**config.mk**
```make
export PLATFORM = sky130hd
export DESIGN_NAME = multicycle_control
export DESIGN_NICKNAME = d
export VERILOG_FILES = /design/src/rtl/multicycle_control.sv
export SDC_FILE = /design/constraint.sdc
export NUM_CORES = 1
export LEC_CHECK = 0
export CORE_ASPECT_RATIO = 1.75
export CORE_UTILIZATION = 42
export CTS_CLUSTER_SIZE = 40
export DETAILED_ROUTE_END_ITERATION = 8
export GPL_ROUTABILITY_DRIVEN = 0
export MAX_ROUTING_LAYER = met4
export PLACE_DENSITY = 0.82
export SLEW_MARGIN = 20
export SYNTH_ARGS = -nofsm -noshare
export SYNTH_HDL_FRONTEND = slang
export SYNTH_SLANG_ARGS = --single-unit
export TNS_END_PERCENT = 50
```
**constraint.sdc**
```tcl
create_clock -name clk -period 2.7 [get_ports clk]
set_input_delay 0.405 -clock clk [delete_from_list [all_inputs] [get_ports clk]]
set_output_delay 0.405 -clock clk [all_outputs]
set_load 0.005 [all_outputs]
```
**src/rtl/multicycle_control.sv**
```systemverilog
// ---------------------------------------------------------------------------
// multicycle_control
//   Control FSM of a multicycle CPU. Decodes the instruction register, steps
//   through FETCH..WRITEBACK and drives the ALU operation code plus all
//   datapath selects and enables. Memory accesses use a req/ack handshake, so
//   every access may take any number of cycles.
//
// Memory handshake: mem_req (with mem_we and iord) is raised by the FSM and
//   held unchanged until the cycle in which mem_ack is sampled high; that cycle
//   completes the access and the FSM advances on the following edge. mem_ack
//   while mem_req is low is ignored. An ack in the first request cycle gives a
//   single-cycle access.
//
// Ports
//   clk, rst_n       rising-edge clock, asynchronous active-low reset
//   instr[n-1:0]     IR contents (opcode = [31:26], funct = [5:0])
//   zero             ALU zero flag (consumed by the datapath via pc_write_cond)
//   mem_ack          memory completes the current request this cycle
//   mem_req/mem_we   memory request / write qualifier
//   iord             memory address select: 0 = PC, 1 = ALUOut
//   ir_write         load instruction register
//   pc_write         unconditional PC load
//   pc_write_cond    PC load when zero is set
//   pc_src[1:0]      00 = ALU, 01 = ALUOut, 10 = jump target
//   alu_src_a        0 = PC, 1 = rs
//   alu_src_b[1:0]   00 = rt, 01 = 4, 10 = sign-ext imm, 11 = sign-ext imm<<2
//   aluControl[3:0]  ALU operation code
//   reg_write        register file write
//   reg_dst          0 = rt, 1 = rd
//   mem_to_reg       0 = ALUOut, 1 = MDR
//   illegal          sticky trap flag for unsupported opcode/funct
//   retired          count of completed instructions (wraps)
//   dbg_state[3:0]   current FSM state, for observation only
// ---------------------------------------------------------------------------
module multicycle_control #(
    parameter int n      = 32,
    parameter int RETIRE = 16
) (
    input  logic              clk,
    input  logic              rst_n,
    input  logic [n-1:0]      instr,
    input  logic              zero,
    input  logic              mem_ack,
    output logic              mem_req,
    output logic              mem_we,
    output logic              iord,
    output logic              ir_write,
    output logic              pc_write,
    output logic              pc_write_cond,
    output logic [1:0]        pc_src,
    output logic              alu_src_a,
    output logic [1:0]        alu_src_b,
    output logic [3:0]        aluControl,
    output logic              reg_write,
    output logic              reg_dst,
    output logic              mem_to_reg,
    output logic              illegal,
    output logic [RETIRE-1:0] retired,
    output logic [3:0]        dbg_state
);

    typedef enum logic [3:0] {
        S_FETCH  = 4'd0,
        S_DECODE = 4'd1,
        S_MEMADR = 4'd2,
        S_MEMRD  = 4'd3,
        S_MEMWR  = 4'd4,
        S_MEMWB  = 4'd5,
        S_EXEC   = 4'd6,
        S_ALUWB  = 4'd7,
        S_BRANCH = 4'd8,
        S_ADDIEX = 4'd9,
        S_ADDIWB = 4'd10,
        S_JUMP   = 4'd11,
        S_TRAP   = 4'd12
    } state_t;

    localparam logic [3:0] ALU_ADD  = 4'b0000;
    localparam logic [3:0] ALU_SUB  = 4'b0001;
    localparam logic [3:0] ALU_SLL  = 4'b0010;
    localparam logic [3:0] ALU_SRL  = 4'b0011;
    localparam logic [3:0] ALU_AND  = 4'b0100;
    localparam logic [3:0] ALU_OR   = 4'b0101;
    localparam logic [3:0] ALU_XOR  = 4'b0110;
    localparam logic [3:0] ALU_NOR  = 4'b0111;
    localparam logic [3:0] ALU_NAND = 4'b1000;
    localparam logic [3:0] ALU_NOT  = 4'b1001;
    localparam logic [3:0] ALU_JR   = 4'b1010;
    localparam logic [3:0] ALU_SLT  = 4'b1011;
    localparam logic [3:0] ALU_SGT  = 4'b1100;

    localparam logic [5:0] OP_R    = 6'b000000;
    localparam logic [5:0] OP_LW   = 6'b100011;
    localparam logic [5:0] OP_SW   = 6'b101011;
    localparam logic [5:0] OP_BEQ  = 6'b000100;
    localparam logic [5:0] OP_ADDI = 6'b001000;
    localparam logic [5:0] OP_J    = 6'b000010;

    localparam logic [5:0] FN_JR   = 6'b001000;

    state_t            r_state;
    state_t            w_next_state;
    logic              r_illegal;
    logic [RETIRE-1:0] r_retired;

    logic [5:0]        w_opcode;
    logic [5:0]        w_funct;
    logic              w_funct_legal;
    logic [3:0]        w_funct_alu;
    logic              w_retire;
    logic              w_unused;

    assign w_opcode = instr[31:26];
    assign w_funct  = instr[5:0];

    // zero only matters to the datapath (through pc_write_cond); the IR
    // fields outside opcode/funct are register numbers and immediates.
    assign w_unused = ^{zero, instr};

    // R-type funct decode: legality plus the ALU code used in EXEC.
    always_comb begin
        w_funct_legal = 1'b1;
        w_funct_alu   = ALU_ADD;
        case (w_funct)
            6'b100000: w_funct_alu = ALU_ADD;
            6'b100010: w_funct_alu = ALU_SUB;
            6'b100100: w_funct_alu = ALU_AND;
            6'b100101: w_funct_alu = ALU_OR;
            6'b100110: w_funct_alu = ALU_XOR;
            6'b100111: w_funct_alu = ALU_NOR;
            6'b101000: w_funct_alu = ALU_NAND;
            6'b101001: w_funct_alu = ALU_NOT;
            6'b101010: w_funct_alu = ALU_SLT;
            6'b101011: w_funct_alu = ALU_SGT;
            6'b000000: w_funct_alu = ALU_SLL;
            6'b000010: w_funct_alu = ALU_SRL;
            FN_JR:     w_funct_alu = ALU_JR;
            default: begin
                w_funct_legal = 1'b0;
                w_funct_alu   = ALU_ADD;
            end
        endcase
    end

    // State register.
    always_ff @(posedge clk or negedge rst_n) begin
        if (!rst_n) begin
            r_state <= S_FETCH;
        end else begin
            r_state <= w_next_state;
        end
    end

    // Next-state logic.
    always_comb begin
        w_next_state = r_state;
        case (r_state)
            S_FETCH:  if (mem_ack) w_next_state = S_DECODE;
            S_DECODE: begin
                case (w_opcode)
                    OP_LW, OP_SW: w_next_state = S_MEMADR;
                    OP_R:         w_next_state = w_funct_legal ? S_EXEC : S_TRAP;
                    OP_BEQ:       w_next_state = S_BRANCH;
                    OP_ADDI:      w_next_state = S_ADDIEX;
                    OP_J:         w_next_state = S_JUMP;
                    default:      w_next_state = S_TRAP;
                endcase
            end
            S_MEMADR: w_next_state = (w_opcode == OP_LW) ? S_MEMRD : S_MEMWR;
            S_MEMRD:  if (mem_ack) w_next_state = S_MEMWB;
            S_MEMWR:  if (mem_ack) w_next_state = S_FETCH;
            S_MEMWB:  w_next_state = S_FETCH;
            S_EXEC:   w_next_state = (w_funct == FN_JR) ? S_FETCH : S_ALUWB;
            S_ALUWB:  w_next_state = S_FETCH;
            S_BRANCH: w_next_state = S_FETCH;
            S_ADDIEX: w_next_state = S_ADDIWB;
            S_ADDIWB: w_next_state = S_FETCH;
            S_JUMP:   w_next_state = S_FETCH;
            S_TRAP:   w_next_state = S_TRAP;
            default:  w_next_state = S_FETCH;
        endcase
    end

    // Every instruction ends by returning to FETCH; TRAP never does.
    assign w_retire = (r_state != S_FETCH) && (w_next_state == S_FETCH);

    // Sticky trap flag and retired-instruction counter.
    always_ff @(posedge clk or negedge rst_n) begin
        if (!rst_n) begin
            r_illegal <= 1'b0;
            r_retired <= '0;
        end else begin
            if (r_state == S_TRAP) begin
                r_illegal <= 1'b1;
            end
            if (w_retire) begin
                r_retired <= r_retired + RETIRE'(1);
            end
        end
    end

    // Output decode. Everything is forced low while reset is asserted so an
    // in-flight memory request is withdrawn immediately, not at the next edge.
    always_comb begin
        mem_req       = 1'b0;
        mem_we        = 1'b0;
        iord          = 1'b0;
        ir_write      = 1'b0;
        pc_write      = 1'b0;
        pc_write_cond = 1'b0;
        pc_src        = 2'b00;
        alu_src_a     = 1'b0;
        alu_src_b     = 2'b00;
        aluControl    = ALU_ADD;
        reg_write     = 1'b0;
        reg_dst       = 1'b0;
        mem_to_reg    = 1'b0;
        if (rst_n) begin
            case (r_state)
                S_FETCH: begin
                    mem_req   = 1'b1;
                    alu_src_b = 2'b01;
                    // IR and PC+4 load in the cycle the fetch completes.
                    if (mem_ack) begin
                        ir_write = 1'b1;
                        pc_write = 1'b1;
                    end
                end
                S_DECODE: alu_src_b = 2'b11;
                S_MEMADR: begin
                    alu_src_a = 1'b1;
                    alu_src_b = 2'b10;
                end
                S_MEMRD: begin
                    mem_req = 1'b1;
                    iord    = 1'b1;
                end
                S_MEMWR: begin
                    mem_req = 1'b1;
                    mem_we  = 1'b1;
                    iord    = 1'b1;
                end
                S_MEMWB: begin
                    reg_write  = 1'b1;
                    mem_to_reg = 1'b1;
                end
                S_EXEC: begin
                    alu_src_a  = 1'b1;
                    aluControl = w_funct_alu;
                    if (w_funct == FN_JR) begin
                        pc_write = 1'b1;
                    end
                end
                S_ALUWB: begin
                    reg_write = 1'b1;
                    reg_dst   = 1'b1;
                end
                S_BRANCH: begin
                    alu_src_a     = 1'b1;
                    aluControl    = ALU_SUB;
                    pc_write_cond = 1'b1;
                    pc_src        = 2'b01;
                end
                S_ADDIEX: begin
                    alu_src_a = 1'b1;
                    alu_src_b = 2'b10;
                end
                S_ADDIWB: reg_write = 1'b1;
                S_JUMP: begin
                    pc_write = 1'b1;
                    pc_src   = 2'b10;
                end
                default: ;
            endcase
        end
    end

    assign illegal   = r_illegal;
    assign retired   = r_retired;
    assign dbg_state = r_state;

endmodule

```
After elaboration in Yosys (flattened, before gate mapping)
Cells that the tools add are included.

cells by class
  $add $sub $neg = 1
  multipliers = 0
  div/mod/pow operators = 0
  $lt $le $gt $ge = 0
  eq/ne operators = 29
  shift operators = 0
  multiplexer cells = 38
  bitwise logic cells = 0
  reductions and logical operators = 13

operators with widths
  kind                     number
  $eq A6 B6 Y1 const B     12
  $pmux W4 S12             1
  $pmux W4 S8              1
  $mux W1                  22
  $eq A4 B4 Y1 const B     5
  $mux W4                  5
  $pmux W4 S5              1
  $add A16 B1 Y16 const B  1
  $eq A4 B3 Y1 const B     4
  $reduce_or A13 Y1        1
  $eq A6 B2 Y1 const B     2
  $eq A6 B4 Y1 const B     2
  $logic_not A6 Y1         2
  $eq A4 B2 Y1 const B     2
  $logic_not A4 Y1         2
  $pmux W4 S2              1
  $eq A6 B3 Y1 const B     1
  $mux W3                  2
  $pmux W2 S3              1
  $reduce_or A2 Y1         3
  $reduce_or A3 Y1         2
  $eq A4 B1 Y1 const B     1
  $mux W2                  2
  $pmux W2 S2              1
  4 further kinds          4

word-level totals
  bits in registers = 21
  latch bits = 0
  RAM bits = 0
  ROM bits = 0
  input bits = 36
  output and inout bits = 39
  word-level logic and storage cells = 84
  memories = 0

Logic depth before layout (Yosys ltp)
  depth after elaboration = 8
  mapped depth = 8
  depth with buffers taken out = 6

Worst setup path before layout
Ideal clock, no wire load.

  path type = input to register
  from = input port instr[4]
  to = register r_retired[1], in the netlist retired[1]
  library setup time = 0.125 ns
  arrival time = 2.121 ns
  data required time = 2.575 ns
  setup slack = 0.454 ns
  stages on the path = 6
  path buffers = 0
  path through = or4_1 a221oi_2 a21oi_1 o22a_4 or3_4 mux2_4

on the way
  word-level cells in the longest chain between the ends = 8
  elaborated cells between the ends (all ways) = 21
  classes of those cells = 12 x eq/ne; 5 x mux; 4 x reduce/logical

RTL lines
  what                                        RTL line  text
  from (decl)                                 41        input logic [n-1:0] instr,
  $eq A6 B4 Y1, or another cell as far along  124, 173
  $reduce_or A13 Y1 (no source line)          -
  $mux W1                                     124       case (w_funct)
  $mux W4                                     162       OP_R: w_next_state = w_funct_legal ? S_EXEC : S_TRAP;
  $pmux W4 S5                                 160       case (w_opcode)
  $pmux W4 S8 *                               157       case (r_state)
  $logic_not A4 Y1 *                          185       assign w_retire = (r_state != S_FETCH) && (w_next_state == S_FETCH);
  $logic_and A1 B1 Y1 *                       185
  to (signal assigned)                        197       r_retired <= r_retired + RETIRE'(1);
  to (decl)                                   104       logic [RETIRE-1:0] r_retired;

Every way passes the cells marked *; elsewhere a longest branch is shown, timed or not.
A chain may end at the register's enable or synchronous reset.

Final worst setup path
  from = input port instr[5]
  to = output port aluControl[0]

on the way
  word-level cells in the longest chain between the ends = 4
  elaborated cells between the ends (all ways) = 15
  classes of those cells = 11 x eq/ne; 3 x mux; 1 x reduce/logical

RTL lines
  what                                        RTL line  text
  $eq A6 B4 Y1, or another cell as far along  124
  $pmux W4 S12 *                              124
  $pmux W4 S2 *                               219       case (r_state)
  $mux W4 *                                   218       if (rst_n) begin
  to (decl)                                   53        output logic [3:0] aluControl,

Marks and branches as above.

==> results.txt <==
The combined flip-flop and latch cell area came out at 527 sq um. The kind of start point of the critical path is an input port. The cell area after layout came out at roughly 0.0024 sq mm. The final core area utilization came out at 65.6%.

The count of endpoints failing hold in the final timing report came out at 0. The vias after detailed routing is 1728. The total power of the final layout is ~1.8 mW. The I/O pin count came out at 75. The source-to-sink clock delay at the later pin of the worst-skew pair came out at around 250 ps. The pin slew with the least headroom to its limit is roughly 730 ps. The number of levels in the clock H-tree came out at 1. The quantity of gates resized following cts is 0.

Counting the fill cells in the layout gives 325. The number of antenna violations at the first check in global routing was 0. The power per cell area came out at around 760 mW/mm^2. Max-cap violations in this run came to 0. The post-synthesis cell area came out at 0.00165 sq mm.

The shortest clock period the worst path allows after layout is 2620 ps. The worst hold-check path type is in2async. The residual overflow from global routing came out at 0. At the worst endpoint, the arrival time is 2210 ps. Of the total power, combinational logic draws about three fifths. The tree is rooted in a sky130_fd_sc_hd__clkbuf_8.

The cell-internal power came out at 1.08 mW. The aggregate routed wire length is 4.45 mm. The number of nets still failing antenna checks after routing is 0. The post-synthesis average cell area is 8.90 sq um. The mux contribution to synthesized area is 0.912%. The net count of the finished layout is 293. The switching share of total power came out at 41.7%. The number of distinct library cell variants in the gate-level netlist after synthesis came out at 50. The yosys synthesis warning count is 0.

The count of buffers from port buffering is 53. The number of global-route vias before repair was 1690. Using the TritonRoute via totals, the vias-per-cell ratio works out to 5.74. The hold buffer count at CTS is 0. The clock transition at the registers of the reported paths is roughly 70 ps.

The synthesized netlist devotes 1.37% of its cell area to adder and majority cells. The largest voltage drop on the vdd net came out at 0.000933 V. The maximum fanout encountered on the critical timing path came out at 8. The classification of the worst setup path is in2out. The required time of the critical path came out at 2300 ps.

The post-synthesis register bit count came out at 21. The final routed DRC violation total is 0. Once placement completed, the tool counted placed cells totaling 297. The share of cells above drive strength 1 is 20.0%. The post-detailed-route wirelength per cell came out at 14.8 microns. The run finished with clean final reports. The placeable core region is 0.00370 sq mm. Counting flops with an async set or reset pin after synthesis yields a share of 100%. The sequential group share of total power came out at 28.3%. Summing the areas of all xor and xnor instances in the mapped netlist gives 9.04% of the synthesized area. The worst pin sits at a relative slew slack of between 40% and 50%.

Among all flip-flop cells after synthesis, the most frequent one is sky130_fd_sc_hd__dfrtp_1. The first-pass GRT wire length is ~7.4 mm. The maximum clock insertion buffer count is 2. The largest family of logic cells by synthesized area is simple AND/OR/NAND/NOR gates. The final count of negative-setup-slack endpoints came out at 0. The share of the synthesized area in compound gates (AO/OA/AOI/OAI) came out at between 15 and 20%.

The starting density of the core came out at 44.5%. The total negative slack for setup checks came out at 0 ps. The achievable frequency is 382 MHz. The worst setup path is captured at an output port. Counting every net in the synthesized netlist gives 222. The share of total power in the clock network is between 10% and 20%. The count of clock tree sinks is 21.

The die covers 0.00418 sq mm. The synthesized-area fraction occupied by and/or/nand/nor cells is 36.9%. The pin count of the biggest net entering global routing is 19. The setup fix buffers added after clock tree synthesis came out at 0. The clock arrives with 2.24 ps of skew. The number of DRC markers after the initial detailed-route iteration is 38.

The multi-input combinational cells in the finished layout cover a total of 0.00108 sq mm. The gate count of the mapped netlist is 185. The post-DP HPWL came out at 3.36 mm.

The synthesized design contains 0 enable-type register cells. The overall die width is 49.3 microns. The antenna diode count is 0.

Sequential cells were found to cover 31.9% of the synthesized design area. The clock tree from TritonCTS is built. The die extent in y is 84.8 microns. The total count of max-transition violations in the final report is 0.

The first detailed-routing pass took 4 iterations. The total clock buffers created by CTS is 3. The overall routing resource usage is 22.5%. The net switching power came out at a little under 800 uW.

After floorplanning, the core was divided into 29 placement rows. The growth of design area from synthesis to finish came out at 47.3%. The final cell count without fillers came out at 301. The static leakage power came out at 1.04 nW. The ratio of final minimum period to clock period came out at 97.0%. After detailed placement, the total cell area comes to 0.00235 sq mm.
==> cell usage after synthesis (2+ instances only) <==
cell type,instances,area share [%]
sky130_fd_sc_hd__a2111oi_0,2,1.1
sky130_fd_sc_hd__nand3_1,9,2.7
sky130_fd_sc_hd__nor4_2,9,6.8
sky130_fd_sc_hd__dfrtp_1,21,32
sky130_fd_sc_hd__nor2b_1,4,1.5
sky130_fd_sc_hd__o21ai_0,5,1.5
sky130_fd_sc_hd__nor3b_1,3,1.4
sky130_fd_sc_hd__xor2_1,15,8.0
sky130_fd_sc_hd__inv_1,4,0.91
sky130_fd_sc_hd__nor4_1,4,1.5
sky130_fd_sc_hd__nor3_1,5,1.5
sky130_fd_sc_hd__buf_2,3,0.91
sky130_fd_sc_hd__a22oi_1,2,0.91
sky130_fd_sc_hd__nand3b_1,2,0.91
sky130_fd_sc_hd__a21oi_1,5,1.5
sky130_fd_sc_hd__nand4_1,4,1.5
sky130_fd_sc_hd__a31o_2,2,1.1
sky130_fd_sc_hd__o31ai_1,3,1.4
sky130_fd_sc_hd__clkbuf_1,5,1.1
sky130_fd_sc_hd__xnor2_1,2,1.1
sky130_fd_sc_hd__nor2_1,15,3.4
sky130_fd_sc_hd__and4_1,3,1.6
sky130_fd_sc_hd__nor4b_1,3,1.6
sky130_fd_sc_hd__and3_1,5,1.9
sky130_fd_sc_hd__a21o_1,3,1.4
sky130_fd_sc_hd__nand2_1,14,3.2
sky130_fd_sc_hd__nand2b_1,10,3.8
==> worst max-delay path: stages <==
cell and delay [ps]:
sky130_fd_sc_hd__clkdlybuf4s50_1 500, sky130_fd_sc_hd__buf_4 160, sky130_fd_sc_hd__nand2_1 90, sky130_fd_sc_hd__nor3b_1 190, sky130_fd_sc_hd__a21oi_1 70, sky130_fd_sc_hd__o22ai_2 160
sky130_fd_sc_hd__a21o_1 140, sky130_fd_sc_hd__clkdlybuf4s50_1 490
==> power by group through the flow <==
stage / clock (mW) / sequential (mW) / combinational, mW
after detailed placement: 0 / 0.526 / 1.11
final: 0.200 / 0.523 / 1.12
after global routing: 0.218 / 0.540 / 1.21
after CTS: 0.204 / 0.520 / 1.12
after floorplan: 0 / 0.482 / 0.665
after global placement: 0 / 0.520 / 1.10
==> through the flow <==
stage	hold WS, ps	setup WS, ps
3_5_place_dp	460	-106
2_1_floorplan	109	454
4_1_cts	465	5.81
3_3_place_gp	456	-108
6_report	464	82.1
5_1_grt	484	-28.9
==> area by class of cell <==
type	count	share of cell area (%)
Multi-Input combinational cell	150	44.4
Tap cell	46	2.37
Timing Repair Buffer	76	29.0
Clock inverter	1	0.206
Inverter	4	0.619
Sequential cell	21	21.7
Clock buffer	3	1.70
==> registers in the layout, indices dropped and copies added, names as in the netlist <==
name and flops:
dbg_state 4, illegal 1, retired 16
==> worst paths after layout <==
kind	start	end	slack (ps)	depth (start not counted)
max	instr[5]	aluControl[0]	80	8
min	rst_n	retired[14]	460	2
max reg2reg	dbg_state[0]	retired[1]	430	6
min reg2reg	retired[15]	retired[15]	470	1
max in group asynchronous	rst_n	dbg_state[1]	1790	3
min in group clk	retired[15]	retired[15]	470	1
==> logic make-up after synthesis <==
family | after synthesis
AO/OA/AOI/OAI | 33
XOR/XNOR | 17
adder cells (fa/ha/maj) | 2
buffers and inverters | 14
flip-flops | 21
multiplexers | 1
AND/OR/NAND/NOR | 97
==> placed cells by master, fill, tap and decap left out, drive strengths merged, types with 3 or more instances in the layout <==
| cell type | instances |
|---|---|
| xor2 | 15 |
| dfrtp | 21 |
| a21o | 3 |
| clkdlybuf4s50 | 53 |
| nor4 | 13 |
| nor3 | 5 |
| clkbuf | 3 |
| buf | 23 |
| nand2b | 10 |
| inv | 4 |
| o31ai | 3 |
| nor2b | 4 |
| nor2 | 15 |
| nand2 | 14 |
| a21oi | 5 |
| o21ai | 5 |
| nor4b | 3 |
| nand3 | 10 |
| and3 | 5 |
| nand4 | 4 |
| nor3b | 3 |
| and4 | 3 |
==> routing by layer <==
metal | vias up | global-route usage [%] | routed length, microns
met5 | - | - | 0
met4 | 0 | 6.95 | 66
met3 | 8 | 1.79 | 102
met2 | 46 | 41.7 | 2520
met1 | 844 | 24.7 | 1760
li1 | 830 | - | -
No activity file was read; power rests on OpenSTA's default activity.
